### src/rtl/letc_core_scoreboard.sv
// Register scoreboard: per-register pending-writer counters, issue gating and a RUN/DRAIN
// flush FSM that waits for every in-flight writer to be released.
module letc_core_scoreboard #(
   parameter int unsigned MAX_PENDING = 3
) (
   input  logic       i_clk,
   input  logic       i_rst_n,
   input  logic [4:0] i_rs1_idx,
   input  logic [4:0] i_rs2_idx,
   input  logic       i_issue_valid,
   input  logic       i_issue_rd_we,
   input  logic [4:0] i_issue_rd_idx,
   output logic       o_issue_ready,
   input  logic       i_release_valid,
   input  logic [4:0] i_release_rd_idx,
   input  logic       i_flush,
   output logic       o_rs1_hazard,
   output logic       o_rs2_hazard,
   output logic       o_stall_d,
   output logic       o_draining,
   output logic [6:0] o_inflight_cnt,
   output logic       o_err
);

   localparam int unsigned CntW = $clog2(MAX_PENDING + 1);
   localparam logic [CntW-1:0] CntMax = CntW'(MAX_PENDING);

   typedef enum logic {StRun, StDrain} state_e;

   state_e          state_q, state_d;
   logic [CntW-1:0] cnt_q [32];
   logic [CntW-1:0] cnt_d [32];
   logic [6:0]      inflight_q, inflight_d;
   logic            err_q, err_d;

   logic rd_nz, rel_nz, same_reg, rd_full, inc, dec;

   assign rd_nz    = (i_issue_rd_idx != 5'd0);
   assign rel_nz   = (i_release_rd_idx != 5'd0);
   assign same_reg = (i_issue_rd_idx == i_release_rd_idx);

   // A same-cycle release of the destination frees a slot for the new writer.
   assign rd_full = i_issue_rd_we & rd_nz & (cnt_q[i_issue_rd_idx] == CntMax)
                    & ~(i_release_valid & same_reg);

   assign o_issue_ready = (state_q == StRun) & ~i_flush & ~rd_full;
   assign o_rs1_hazard  = (i_rs1_idx != 5'd0) & (cnt_q[i_rs1_idx] != '0);
   assign o_rs2_hazard  = (i_rs2_idx != 5'd0) & (cnt_q[i_rs2_idx] != '0);
   assign o_stall_d     = i_issue_valid & (o_rs1_hazard | o_rs2_hazard | ~o_issue_ready);
   assign o_draining    = (state_q == StDrain);
   assign o_inflight_cnt = inflight_q;
   assign o_err          = err_q;

   assign inc = i_issue_valid & o_issue_ready & i_issue_rd_we & rd_nz;
   assign dec = i_release_valid & rel_nz & (cnt_q[i_release_rd_idx] != '0);

   always_comb begin
      cnt_d      = cnt_q;
      inflight_d = inflight_q;
      err_d      = err_q | (i_release_valid & rel_nz & (cnt_q[i_release_rd_idx] == '0));
      if (inc && !(dec && same_reg)) begin
         cnt_d[i_issue_rd_idx] = cnt_q[i_issue_rd_idx] + CntW'(1);
      end
      if (dec && !(inc && same_reg)) begin
         cnt_d[i_release_rd_idx] = cnt_q[i_release_rd_idx] - CntW'(1);
      end
      if (inc && !dec) begin
         inflight_d = inflight_q + 7'd1;
      end else if (dec && !inc) begin
         inflight_d = inflight_q - 7'd1;
      end
      cnt_d[0] = '0;
   end

   always_comb begin
      state_d = state_q;
      unique case (state_q)
         StRun:   if (i_flush) state_d = StDrain;
         StDrain: if ((inflight_q == 7'd0) && !i_flush) state_d = StRun;
         default: state_d = StRun;
      endcase
   end

   always_ff @(posedge i_clk or negedge i_rst_n) begin
      if (!i_rst_n) begin
         state_q    <= StRun;
         inflight_q <= 7'd0;
         err_q      <= 1'b0;
         for (int i = 0; i < 32; i++) cnt_q[i] <= '0;
      end else begin
         state_q    <= state_d;
         inflight_q <= inflight_d;
         err_q      <= err_d;
         for (int i = 0; i < 32; i++) cnt_q[i] <= cnt_d[i];
      end
   end

endmodule

### config.mk
export PLATFORM = sky130hd
export DESIGN_NAME = letc_core_scoreboard
export DESIGN_NICKNAME = d
export VERILOG_FILES = /design/src/rtl/letc_core_scoreboard.sv
export SDC_FILE = /design/constraint.sdc
export NUM_CORES = 1
export LEC_CHECK = 0
export ABC_CLOCK_PERIOD_IN_PS = 5000
export CORE_MARGIN = 2
export CORE_UTILIZATION = 35
export CTS_BUF_LIST = sky130_fd_sc_hd__clkbuf_8
export CTS_CLUSTER_SIZE = 12
export DETAILED_ROUTE_END_ITERATION = 10
export PLACE_DENSITY = 0.57
export SLEW_MARGIN = 20
export SYNTH_ARGS = -nofsm -noshare
export SYNTH_HDL_FRONTEND = slang
export SYNTH_SLANG_ARGS = --single-unit
### constraint.sdc
create_clock -name i_clk -period 5 [get_ports i_clk]
set_input_delay 1 -clock i_clk [delete_from_list [all_inputs] [get_ports i_clk]]
set_output_delay 1 -clock i_clk [all_outputs]
set_load 0.02 [all_outputs]
Yosys cells after proc, flatten, opt, wreduce, memory -nomap -nowiden
Index checks and enable logic that the tools add are counted.

Order comparisons: 6. Reductions and logical operators: 24. Bitwise logic cells: 27. $add $sub $neg: 4. Eq/ne operators: 2. Muxes and demuxes: 25.

Operator list (number): $bwmux 64 (2); $mux 64 (1); $mux 62 (1); $bmux 2 s5 (4); $ge 6x6->1 const B (4); $not 5->6 (4); $demux 2 s5 (2); $mux 2 (10); $reduce_bool 5->1 (4); $and 1x1->1 (15); $mux 7 (2); $lt 6x1->1 const B (2); $logic_and 1x1->1 (9); $reduce_bool 2->1 (4); $add 7x1->7 const B (1); $logic_not 7->1 (1); $sub 7x1->7 const B (1); $eq 5x5->1 (1); $logic_not 1->1 (5); $not 1->1 (5); $or 1x1->1 (3); $add 2x1->2 const B (1); $eq 2x2->1 const B (1); $logic_not 2->1 (1); other kinds (3) (4).

Logic and storage cells: 122. Output and inout bits: 13. Input bits: 26. Register bits: 71.

Depth between registers and ports, before layout
Gate-level depths: netlist of run 1.

Word-level depth: 16. Depth in mapped cells: 22. Gate-level depth less buffers: 19.

Least setup slack after synthesis of run 1
No wires, ideal clock.

Kind: input port to flip-flop. From: in i_issue_rd_idx[1]. To: reg inflight_q[6], in the netlist o_inflight_cnt[6]. Path buffers: 3. Arrival time: 5.134 ns. Library setup time: 0.131 ns. Stages: 22. Required time: 4.869 ns. Path slack: -0.265 ns. Path through: clkbuf_1 -> clkbuf_1 -> mux2_2 -> nand2_1 -> nand2_1 -> a22oi_1 -> o2111a_1 -> clkbuf_1 -> inv_1 -> ha_1 -> o31a_1 -> nor2_1 -> ha_1 -> inv_1 -> fa_1 -> a21o_1 -> a21oi_1 -> o21bai_1 -> a21oi_1 -> xnor2_1 -> nor2_1 -> xor2_1.

Word-level cells in the longest chain between the ends: 15. Elaborated cells between the ends (all ways): 22. Classes of those cells: eq/ne (2); mux (4); bitwise (11); reduce/logical (5).

RTL lines: start: declaration (line 12) `input logic [4:0] i_issue_rd_idx,`; $not 5->6 (not written as such) (line 43) `assign rd_full = i_issue_rd_we & rd_nz & (cnt_q[i_issue_rd_idx] == CntMax)`; $bmux 2 s5 (line 43); $mux 2 (not written as such) (2 in series) (line 43); $eq 2x2->1 (line 43); $and 1x1->1 (line 43); $and 1x1->1 (line 44) `& ~(i_release_valid & same_reg);`; $not 1->1 (line 46) `assign o_issue_ready = (state_q == StRun) & ~i_flush & ~rd_full;`; $and 1x1->1 (line 46); $and 1x1->1 (2 in series) (line 54) `assign inc = i_issue_valid & o_issue_ready & i_issue_rd_we & rd_nz;`; $and 1x1->1 (*) (line 54); $logic_not 1->1 (line 69) `end else if (dec && !inc) begin`; $logic_and 1x1->1 (line 69); $reduce_bool 2->1 (no line); end signal: assignment (line 92) `inflight_q <= inflight_d;`; end: declaration (line 33) `logic [6:0] inflight_q, inflight_d;`.

Every way passes the cells marked *; elsewhere a longest branch is shown, timed or not. The select of a mux whose other input is x is not followed. A chain may end at the register's enable or synchronous reset.

Worst setup path after layout of run 1
From: in i_issue_rd_idx[0]. To: out o_stall_d.

Word-level cells in the longest chain between the ends: 12. Elaborated cells between the ends (all ways): 17. Classes of those cells: eq/ne (2); mux (3); bitwise (11); reduce/logical (1).

RTL lines: $not 5->6 (not written as such) (line 43); $bmux 2 s5 (line 43); $mux 2 (not written as such) (2 in series) (line 43); $eq 2x2->1 (line 43); $and 1x1->1 (line 43); $and 1x1->1 (*) (line 44); $not 1->1 (*) (line 46); $and 1x1->1 (*) (line 46); $not 1->1 (*) (line 49) `assign o_stall_d = i_issue_valid & (o_rs1_hazard | o_rs2_hazard | ~o_issue_ready);`; $or 1x1->1 (*) (line 49); $and 1x1->1 (*) (line 49); end: declaration (line 19) `output logic o_stall_d,`.

Marks and branches as above.

==> flow_metrics.tcl, run 1 <==
set metrics [dict create \
    path_max_fanout 12 \
    yosys.area.top_type_share_pct 31.0 \
    synthesis_warnings 0 \
    timing.final.crit_period_ns 4.81 \
    ir_drop_mv 0.212 \
    grt.total_usage_pct 23.6 \
    asyncSetResetFlopFracSynth_pct 100 \
    critPathKind "in2out" \
    placement_rows 46 \
    clock_latency_ns 0.38 \
    number_of_resized_instances_in_the_post_cts_repair_step 1 \
    cts-hold-fix-buffers 0 \
    synth.cell_area_mm2 0.00574 \
    drt-initial-drc-count 431 \
    critPathTopFamily "buffers and inverters" \
    cellPowerDensity_mw_per_mm2 400 \
    worstPathRequired_ns 4.00 \
    timing.critical_path.cells "clkdlybuf4s50_1 > buf_12 > mux4_2 > a22o_1 > nand2_1 > o2111a_1 > inv_1 > ha_2 > a21boi_0 > a31oi_1 > o31a_1 > dlygate4sd2_1" \
    die_h_um 132 \
    layout.filler_cells 1566 \
    final_core_util_pct 43.1 \
    globalplace.congestion 1.05 \
    tritoncts_clock_tree "done" \
    groute.layer.met1.usage_pct 31.7 \
    die-width_um 132 \
    io_buffers 38 \
    cts.repair_timing.setup_buffer_count 0 \
    area_growth_syn_to_layout_pct 19.7 \
    first_pass_iters 5 \
    maxCapViolCount 0 \
    fin_crit_sh_pct 96.1 \
    grt_setup_unrepaired "no" \
    routed_wire_length_per_instance_um 23.6 \
    synthesis.nets 618 \
    route.detailed.vias_per_inst 6.08 \
    prevailing_post_synth_register_cell "sky130_fd_sc_hd__dfrtp_1" \
    netlist.top_cell.by_area "sky130_fd_sc_hd__dfrtp_1" \
    seq_area_frac_synth_pct 31.0 \
    htreeDepth 3 \
    cts.reportedPaths.clkPinSlew_ns 0.08 \
    synth_enable_flop_cells 0 \
    synth.distinct_cells 62 \
    drv_slew 0 \
    finalHoldWorstSlack_ns 0.505 \
    synthesis.area_per_instance_um2 9.86 \
    post_synth_main_area_contributors "sky130_fd_sc_hd__dfrtp_1, sky130_fd_sc_hd__mux2i_1, sky130_fd_sc_hd__mux4_2" \
    worst_slew_pin_slew_ns 0.939 \
    grt_use_met2_pct 36.0 \
    dr_drc_count 0 \
    timing.critical_path.arrival_ns 3.81 \
    overflow 0 \
    layout.cells.most_common_list "sky130_fd_sc_hd__mux2i_1, sky130_fd_sc_hd__dfrtp_1, sky130_fd_sc_hd__nor2_1" \
    diodes 0 \
    die_area_mm2 0.0174 \
    final_layout_size_suffix_gt1_share_pct 18.3 \
    min_path_type "reg2reg" \
    grt_antenna_before_repair 0 \
    run_status "finished, final reports clean" \
    cp_num_buf_inv 4 \
    total_half_perimeter_wirelength_after_legalization_and_detailed_placement_um 15000 \
    leakagePower_nw 3.03 \
    tritoncts.num_buffers 9 \
    vias_in_the_first_global_route 5244 \
    grt_start_max_net_pins 72 \
    setup.worst_path.start_class "input port" \
    via_count 5243 \
    gr-max-usage-layer "met2" \
    max_stage_delay_ns 0.51 \
    cts_max_path_buffers 2 \
    finalSetupViolations 0 \
    clock_sink_count 71 \
    final_common_cell "sky130_fd_sc_hd__mux2i_1" \
    grt_first_pass_wirelength_um 31300 \
    critical_path.slowest_cell "sky130_fd_sc_hd__clkdlybuf4s50_1" \
    max_clock_freq_ghz 0.208 \
    cts_root_buf "sky130_fd_sc_hd__clkbuf_8" \
    worstSetupEndpointType "output port" \
    finalWirelength_um 20400 \
    gr-usage-met3_pct 4.69 \
    drtAntennaViolNets 0 \
    maxSlewHeadroom_pct 37.4 \
    fp.coreArea_mm2 0.0159 \
    report.final.hold_viol_count 0 \
    synth-seq-cells 71 \
    initial_core_util_pct 36.0 \
    fin_skew_ns 0.0107 \
    synthCells 582 \
    io_pins 39 \
    design.final.nets 677 \
]
sequential cells by signal, indices dropped and copies added (netlist names):
| signal | count |
|---|---|
| cnt_q | 62 |
| o_inflight_cnt | 7 |
| o_err | 1 |
| o_draining | 1 |
cells in the mapped netlist (all sizes together) (12+ instances only):
cell	n
inv	13
nand4	12
clkbuf	30
mux2i	124
nor3	24
mux4	29
a21oi	17
buf	13
dfrtp	71
nor2	61
nand2	43
through the flow:
step                TNS, ns  setup slack [ns]  cell area (µm²)  std cells  power [mW]
floorplan                 0            0.0103             5750        582        1.73
global placement    -0.0448           -0.0448             6670        846        2.23
detailed placement  -0.0148           -0.0148             6670        846        2.27
CTS                       0             0.152             6870        862        2.75
global route              0           0.00197             6870        862        2.90
finish                    0             0.193             6870        862        2.75
worst reg2reg max path, stage by stage, from the launching register on:
cell and delay [ns]:
sky130_fd_sc_hd__dfrtp_1 0.47, sky130_fd_sc_hd__mux4_2 0.51, sky130_fd_sc_hd__a22o_1 0.25, sky130_fd_sc_hd__nand2_1 0.06, sky130_fd_sc_hd__o2111a_1 0.21, sky130_fd_sc_hd__inv_1 0.06
sky130_fd_sc_hd__ha_2 0.19, sky130_fd_sc_hd__o31a_1 0.13, sky130_fd_sc_hd__nor2_2 0.14, sky130_fd_sc_hd__ha_1 0.18, sky130_fd_sc_hd__inv_1 0.09, sky130_fd_sc_hd__buf_4 0.16
sky130_fd_sc_hd__ha_1 0.27, sky130_fd_sc_hd__a21o_1 0.18, sky130_fd_sc_hd__a21oi_1 0.20, sky130_fd_sc_hd__o21bai_1 0.10, sky130_fd_sc_hd__a21oi_1 0.18, sky130_fd_sc_hd__xor2_1 0.16
sky130_fd_sc_hd__o21ai_0 0.09
final timing paths:
kind / slack (ns) / startpoint / depth (start not counted) / to
min reg2reg: 0.51 / o_draining / 1 / o_draining
max in group asynchronous: 3.63 / i_rst_n / 1 / cnt_q[33]
max: 0.19 / i_issue_rd_idx[0] / 12 / o_stall_d
min in group asynchronous: 0.75 / i_rst_n / 1 / cnt_q[21]
min: 0.51 / o_draining / 1 / o_draining
max reg2reg: 1.25 / cnt_q[32] / 18 / o_inflight_cnt[5]
report_power, final:
group	internal [mW]	leakage, nW	switching (mW)	total (mW)
clock	0.241	0.0981	0.234	0.475
sequential	0.750	0.924	0.287	1.04
combinational	0.590	2.01	0.649	1.24
total	1.58	3.03	1.17	2.75
logic make-up (layout without fill, tap and decap cells):
family	after synthesis	count (layout)	synth area share [%]
simple gates	192	192	16.5
mux	162	162	34.8
compound gates	79	79	9.77
flops	71	71	31.0
buf+inv	56	120	3.90
xor+xnor	12	12	1.83
fa+ha+maj	10	10	2.31
per-layer routing:
metal,vias to the layer above,wire [µm]
met3,67,1690
met2,287,9170
met4,0,998
met5,-,0
met1,2589,8500
li1,2300,-
layout make-up:
cell class / count / area [µm²] / area share (%)
well taps: 216 / 270 / 3.93
repair buffers: 91 / 827 / 12.0
clock buffers: 10 / 138 / 2.00
flip-flops and latches: 71 / 1780 / 25.9
clock inverters: 6 / 60.1 / 0.874
multi-input cells: 455 / 3750 / 54.6
inverters: 13 / 48.8 / 0.710
Note: power is estimated with default switching activity, not from simulation.
==> inputs of run 2 (changes only) <==
--- a/config.mk
+++ b/config.mk
@@ -7,11 +7,11 @@
 export LEC_CHECK = 0
 export ABC_CLOCK_PERIOD_IN_PS = 5000
 export CORE_MARGIN = 2
-export CORE_UTILIZATION = 35
+export CORE_UTILIZATION = 42
 export CTS_BUF_LIST = sky130_fd_sc_hd__clkbuf_8
 export CTS_CLUSTER_SIZE = 12
 export DETAILED_ROUTE_END_ITERATION = 10
-export PLACE_DENSITY = 0.57
+export PLACE_DENSITY = 0.65
 export SLEW_MARGIN = 20
 export SYNTH_ARGS = -nofsm -noshare
 export SYNTH_HDL_FRONTEND = slang
==> constraint.sdc (replaced) <==
create_clock -name i_clk -period 5 [get_ports i_clk]
set_input_delay 1 -clock i_clk [delete_from_list [all_inputs] [get_ports i_clk]]
set_output_delay 1 -clock i_clk [all_outputs]
set_load 0.005 [all_outputs]
==> run 2 against run 1 <==
Routed wire length shrank 2.0%. Design area shrank 1.8%. Die area shrank 16%. Clock skew grew 0.0082 ns. Flip-flop and latch count is the same. Largest cell class unchanged. Non-clock buffer count shrank 8. Count of clock-buffer cells in the layout shrank 1. Via count grew 0.19%. Fmax shrank 2.6%. First-iteration DRC count grew 17%. Total power shrank 0.73%. Sequential share of layout area grew 0.48 points.
==> flow_metrics.tcl, run 2 (synthesis gave the netlist of run 1 again) <==
set metrics [dict create \
    htreeDepth 3 \
    netSwitchingFraction_pct 43.0 \
    grt_start_max_net_pins 38 \
    overflow 0 \
    finalSetupViolations 0 \
    worstSetupEndpointType "output port" \
    worst_r2r_path_depth 17 \
    cts.reportedPaths.clkPinSlew_ns 0.09 \
    drt-initial-drc-count 505 \
    fin_cells 814 \
    path_max_fanout 10 \
    groute.layer.met1.usage_pct 39.3 \
    min_path_type "reg2reg" \
    detailed_place.area_mm2 0.00654 \
    die-width_um 121 \
    power_frac_comb_pct 42.9 \
    place_worst_setup_slack_ns -0.00439 \
    proportion_of_power_drawn_by_the_clock_network_pct 18.2 \
    via_count 5253 \
    final_core_util_pct 50.7 \
    gr-usage-met3_pct 5.87 \
    design.final.nets 669 \
    grt_first_pass_wirelength_um 31700 \
    critPathCapture "o_stall_d" \
    clock_latency_ns 0.39 \
    timing.final.crit_period_ns 4.94 \
    largest-register "cnt_q" \
    worstReg2RegStart "cnt_q[52]" \
    timing.critical_path.cells "clkdlybuf4s50_1 > buf_12 > mux4_2 > a22oi_1 > o2111a_1 > inv_1 > ha_2 > a21boi_1 > a31oi_1 > o31a_1 > clkdlybuf4s50_1" \
    critical_path.slowest_cell "sky130_fd_sc_hd__mux4_2" \
    diodes 0 \
    die_h_um 121 \
    timing.critical_path.arrival_ns 3.94 \
    cts_max_path_buffers 2 \
    grt.total_usage_pct 29.1 \
    routed_wire_length_per_instance_um 24.5 \
    grt_use_met2_pct 43.8 \
    r2r_setup_slack_ns 1.21 \
    final_common_cell "sky130_fd_sc_hd__mux2i_1" \
    clock_sink_count 71 \
    initial_core_util_pct 43.2 \
    run_status "finished, final reports clean" \
    cp-startpoint "i_issue_rd_idx[0]" \
    cts_root_buf "sky130_fd_sc_hd__clkbuf_8" \
    drtAntennaViolNets 0 \
    route.detailed.vias_per_inst 6.45 \
    layout.cells.most_common_list "sky130_fd_sc_hd__mux2i_1, sky130_fd_sc_hd__dfrtp_1, sky130_fd_sc_hd__nor2_1" \
    switching_power_mw 1.17 \
    fp.coreArea_mm2 0.0133 \
    fin_skew_ns 0.0189 \
    ir_drop_mv 0.218 \
    total_half_perimeter_wirelength_after_legalization_and_detailed_placement_um 14500 \
    fin_crit_sh_pct 98.7 \
    max_stage_delay_ns 0.53 \
    grt_antenna_before_repair 0 \
    globalplace.congestion 0.972 \
    drv_slew 0 \
    maxSlewHeadroom_pct 43.1 \
    worst_slew_pin_slew_ns 0.853 \
    power.share.sequential_pct 38.9 \
    p_int_mw 1.56 \
    maxCapViolCount 0 \
    critPathKind "in2out" \
    tritoncts.num_buffers 9 \
    cellPowerDensity_mw_per_mm2 405 \
    io_pins 39 \
    power.total_mw 2.73 \
    setup_total_negative_slack_ns 0 \
    timing.final.ws_setup_ns 0.0648 \
    finalHoldWorstSlack_ns 0.492 \
    largest_register_ffs 62 \
    worstPathRequired_ns 4.00 \
    tritoncts_clock_tree "done" \
    cp_common_cell "sky130_fd_sc_hd__clkdlybuf4s50_1" \
    dp.cells 797 \
    grt_setup_unrepaired "no" \
    gr-max-usage-layer "met2" \
    finalWirelength_um 20000 \
    vias_in_the_first_global_route 5485 \
    area_growth_syn_to_layout_pct 17.5 \
    die_area_mm2 0.0146 \
    first_pass_iters 5 \
    setup.worst_path.start_class "input port" \
    design_area_mm2 0.00675 \
    critical_path.reg2reg.endpoint "o_inflight_cnt[6]" \
    report.final.hold_viol_count 0 \
    leakagePower_nw 2.97 \
    max_clock_freq_ghz 0.203 \
    io_buffers 38 \
    final_layout_size_suffix_gt1_share_pct 17.1 \
    layout.filler_cells 1220 \
    dr_drc_count 0 \
    placement_rows 42 \
]
run 2: layout make-up:
class / count / area (µm²) / share of cell area (%)
flip-flops and latches: 71 / 1780 / 26.3
repair buffers: 83 / 751 / 11.1
clock inverters: 7 / 73.8 / 1.09
inverters: 13 / 48.8 / 0.723
well taps: 176 / 220 / 3.26
multi-input cells: 455 / 3750 / 55.6
clock buffers: 9 / 124 / 1.84
run 2: repair_timing:
item / in CTS / in global routing
buffers inserted: 0 / 1
endpoints found under the hold margin: 0 / 0
endpoints found under the setup margin: 0 / 1
gates resized for setup: 0 / 1
hold buffers: 0 / 0
run 2: power by group through the flow:
| stage | Combinational (mW) | Sequential [mW] | Clock [mW] |
|---|---|---|---|
| floorplan | 0.782 | 0.911 | 0 |
| finish | 1.17 | 1.06 | 0.498 |
| global route | 1.28 | 1.08 | 0.527 |
| global placement | 1.13 | 1.05 | 0 |
| detailed placement | 1.16 | 1.05 | 0 |
| CTS | 1.16 | 1.04 | 0.498 |
run 2: worst min path at each step:
stage	slack [ns]	start	cells past startpoint	to
global route	0.51	o_inflight_cnt[6]	1	o_inflight_cnt[6]
global placement	0.46	o_err	1	o_err
detailed placement	0.48	o_err	1	o_err
floorplan	0.47	o_err	1	o_err
CTS	0.50	o_err	1	o_err
finish	0.49	o_err	1	o_err
run 2: layer usage:
layer,vias up,part of all wire (%),wire length [µm]
met5,-,0,0
met4,0,4.5,895
met3,62,7.5,1500
met2,271,45,9010
met1,2641,43,8550
li1,2279,-,-
run 2: critical path, delay by kind of cell:
family	cells	cell delay (ns)
AO/OA/AOI/OAI	5	1.05
multiplexers	1	0.53
adder cells (fa/ha/maj)	1	0.20
buffers and inverters	4	1.16
==> inputs of run 3 (changes only) <==
--- a/config.mk
+++ b/config.mk
@@ -6,12 +6,14 @@
 export NUM_CORES = 1
 export LEC_CHECK = 0
 export ABC_CLOCK_PERIOD_IN_PS = 5000
+export CELL_PAD_IN_SITES_DETAIL_PLACEMENT = 1
+export CELL_PAD_IN_SITES_GLOBAL_PLACEMENT = 2
 export CORE_MARGIN = 2
-export CORE_UTILIZATION = 42
+export CORE_UTILIZATION = 40
 export CTS_BUF_LIST = sky130_fd_sc_hd__clkbuf_8
 export CTS_CLUSTER_SIZE = 12
 export DETAILED_ROUTE_END_ITERATION = 10
-export PLACE_DENSITY = 0.65
+export PLACE_DENSITY = 0.88
 export SLEW_MARGIN = 20
 export SYNTH_ARGS = -nofsm -noshare
 export SYNTH_HDL_FRONTEND = slang
==> run 3 against run 2 <==
Worst setup slack improved by 0.041 ns. Count of clock-buffer cells in the layout rose by 1. Global-route usage rose by 0.87 points. Combinational power rose by 4%. Die area rose by 4.8%. Sequential power barely moved. Critical path depth rose by 2. Via count rose by 0.88%. Worst hold slack improved by 0.0059 ns. Total power rose by 0.56%.
==> flow_metrics.tcl, run 3 (synthesis gave the netlist of run 1 again) <==
set metrics [dict create \
    run_status "finished, final reports clean" \
    worstPathRequired_ns 4.00 \
    tritoncts_clock_tree "done" \
    timing.final.crit_period_ns 4.89 \
    min_path_type "reg2reg" \
    grt.total_usage_pct 30.0 \
    initial_core_util_pct 41.2 \
    fp.coreArea_mm2 0.0139 \
    max_clock_freq_ghz 0.204 \
    maxSlewHeadroom_pct 39.0 \
    ir_drop_mv 0.242 \
    largest-register "cnt_q" \
    area_growth_syn_to_layout_pct 20.5 \
    first_pass_iters 4 \
    diodes 0 \
    critPathKind "in2out" \
    fin_cells 832 \
    setup.worst_path.start_class "input port" \
    placement_rows 43 \
    route.detailed.vias_per_inst 6.37 \
    cts_max_path_buffers 2 \
    critical_path.slowest_cell "sky130_fd_sc_hd__clkdlybuf4s50_1" \
    io_pins 39 \
    cp_common_cell "sky130_fd_sc_hd__clkdlybuf4s50_1" \
    dp.cells 814 \
    critPathTopFamily "buffers and inverters" \
    final_layout_size_suffix_gt1_share_pct 19.8 \
    finalSetupViolations 0 \
    die_area_mm2 0.0153 \
    final_common_cell "sky130_fd_sc_hd__mux2i_1" \
    cts_root_buf "sky130_fd_sc_hd__clkbuf_8" \
    place_worst_setup_slack_ns -0.0893 \
    clock_latency_ns 0.38 \
    routed_wire_length_per_instance_um 25.6 \
    worstSetupEndpointType "output port" \
    total_half_perimeter_wirelength_after_legalization_and_detailed_placement_um 15700 \
    maxCapViolCount 0 \
    grt_start_max_net_pins 38 \
    tritoncts.num_buffers 9 \
    die_h_um 124 \
    grt_first_pass_wirelength_um 33500 \
    cts.reportedPaths.clkPinSlew_ns 0.09 \
    drv_slew 0 \
    via_count 5299 \
    largest_register_ffs 62 \
    cellPowerDensity_mw_per_mm2 397 \
    path_max_fanout 8 \
    grt_antenna_before_repair 0 \
    die-width_um 124 \
    drtAntennaViolNets 0 \
    max_stage_delay_ns 0.49 \
    timing.critical_path.arrival_ns 3.89 \
    cp_num_buf_inv 5 \
    io_buffers 38 \
    fin_skew_ns 0.0163 \
    report.final.hold_viol_count 0 \
    worst_slew_pin_slew_ns 0.915 \
    overflow 0 \
    design.final.nets 683 \
    htreeDepth 3 \
    clock_sink_count 71 \
    globalplace.congestion 1.02 \
    layout.cells.most_common_list "sky130_fd_sc_hd__mux2i_1, sky130_fd_sc_hd__dfrtp_1, sky130_fd_sc_hd__nor2_1" \
    timing.critical_path.cells "clkdlybuf4s50_1 > buf_6 > buf_4 > mux4_2 > a22o_1 > nand2_1 > o2111a_1 > inv_1 > ha_2 > a21boi_2 > a31oi_2 > o31a_1 > clkdlybuf4s50_1" \
    drt-initial-drc-count 508 \
    finalWirelength_um 21300 \
    timing.final.ws_setup_ns 0.106 \
    fin_crit_sh_pct 97.9 \
    dr_drc_count 0 \
    leakagePower_nw 3.06 \
    vias_in_the_first_global_route 5666 \
]
run 3: repair_timing:
item / 4_1_cts / 5_1_grt
pin swaps: 0 / 1
hold buffers: 0 / 0
buffers inserted: 0 / 1
gates cloned: 0 / 1
setup endpoints to repair: 2 / 3
gates resized for setup: 3 / 5
run 3: power by group:
| group | total, mW | internal (mW) | switching (mW) |
|---|---|---|---|
| sequential | 1.05 | 0.749 | 0.301 |
| clock | 0.478 | 0.241 | 0.237 |
| combinational | 1.22 | 0.585 | 0.632 |
run 3: cell type report:
type	count	area, µm²
flip-flops and latches	71	1780
clock inverters	6	60.1
fillers	1536	7020
inverters	13	48.8
clock buffers	10	138
multi-input cells	455	3780
repair buffers	97	892
well taps	180	225
run 3: layer usage:
layer	vias to the layer above	global-route usage, %	routed length [µm]
met2	206	47.8	10100
met4	0	16.0	979
li1	2301	-	-
met5	-	0	0
met1	2728	38.9	8880
met3	64	5.04	1390
run 3: metrics by stage:
| stage | power [mW] | util (%) | hold WS (ns) | setup TNS [ns] | area (µm²) |
|---|---|---|---|---|---|
| floorplan | 1.69 | - | 0.468 | 0 | 5750 |
| global placement | 2.19 | 47.7 | 0.462 | -0.201 | 6650 |
| detailed placement | 2.25 | 47.8 | 0.478 | -0.143 | 6660 |
| CTS | 2.74 | 49.3 | 0.504 | 0 | 6860 |
| global route | 2.90 | 49.6 | 0.532 | -0.0173 | 6920 |
| finish | 2.75 | 49.6 | 0.497 | 0 | 6920 |
run 3: path summary, 6_finish.rpt:
kind,depth (start not counted),to,startpoint,slack (ns)
max,13,o_stall_d,i_issue_rd_idx[1],0.11
max in group asynchronous,2,cnt_q[7],i_rst_n,3.25
max reg2reg,17,o_inflight_cnt[6],cnt_q[52],1.13
min in group asynchronous,1,o_inflight_cnt[3],i_rst_n,0.74
min reg2reg,1,o_err,o_err,0.50
min,1,o_err,o_err,0.50
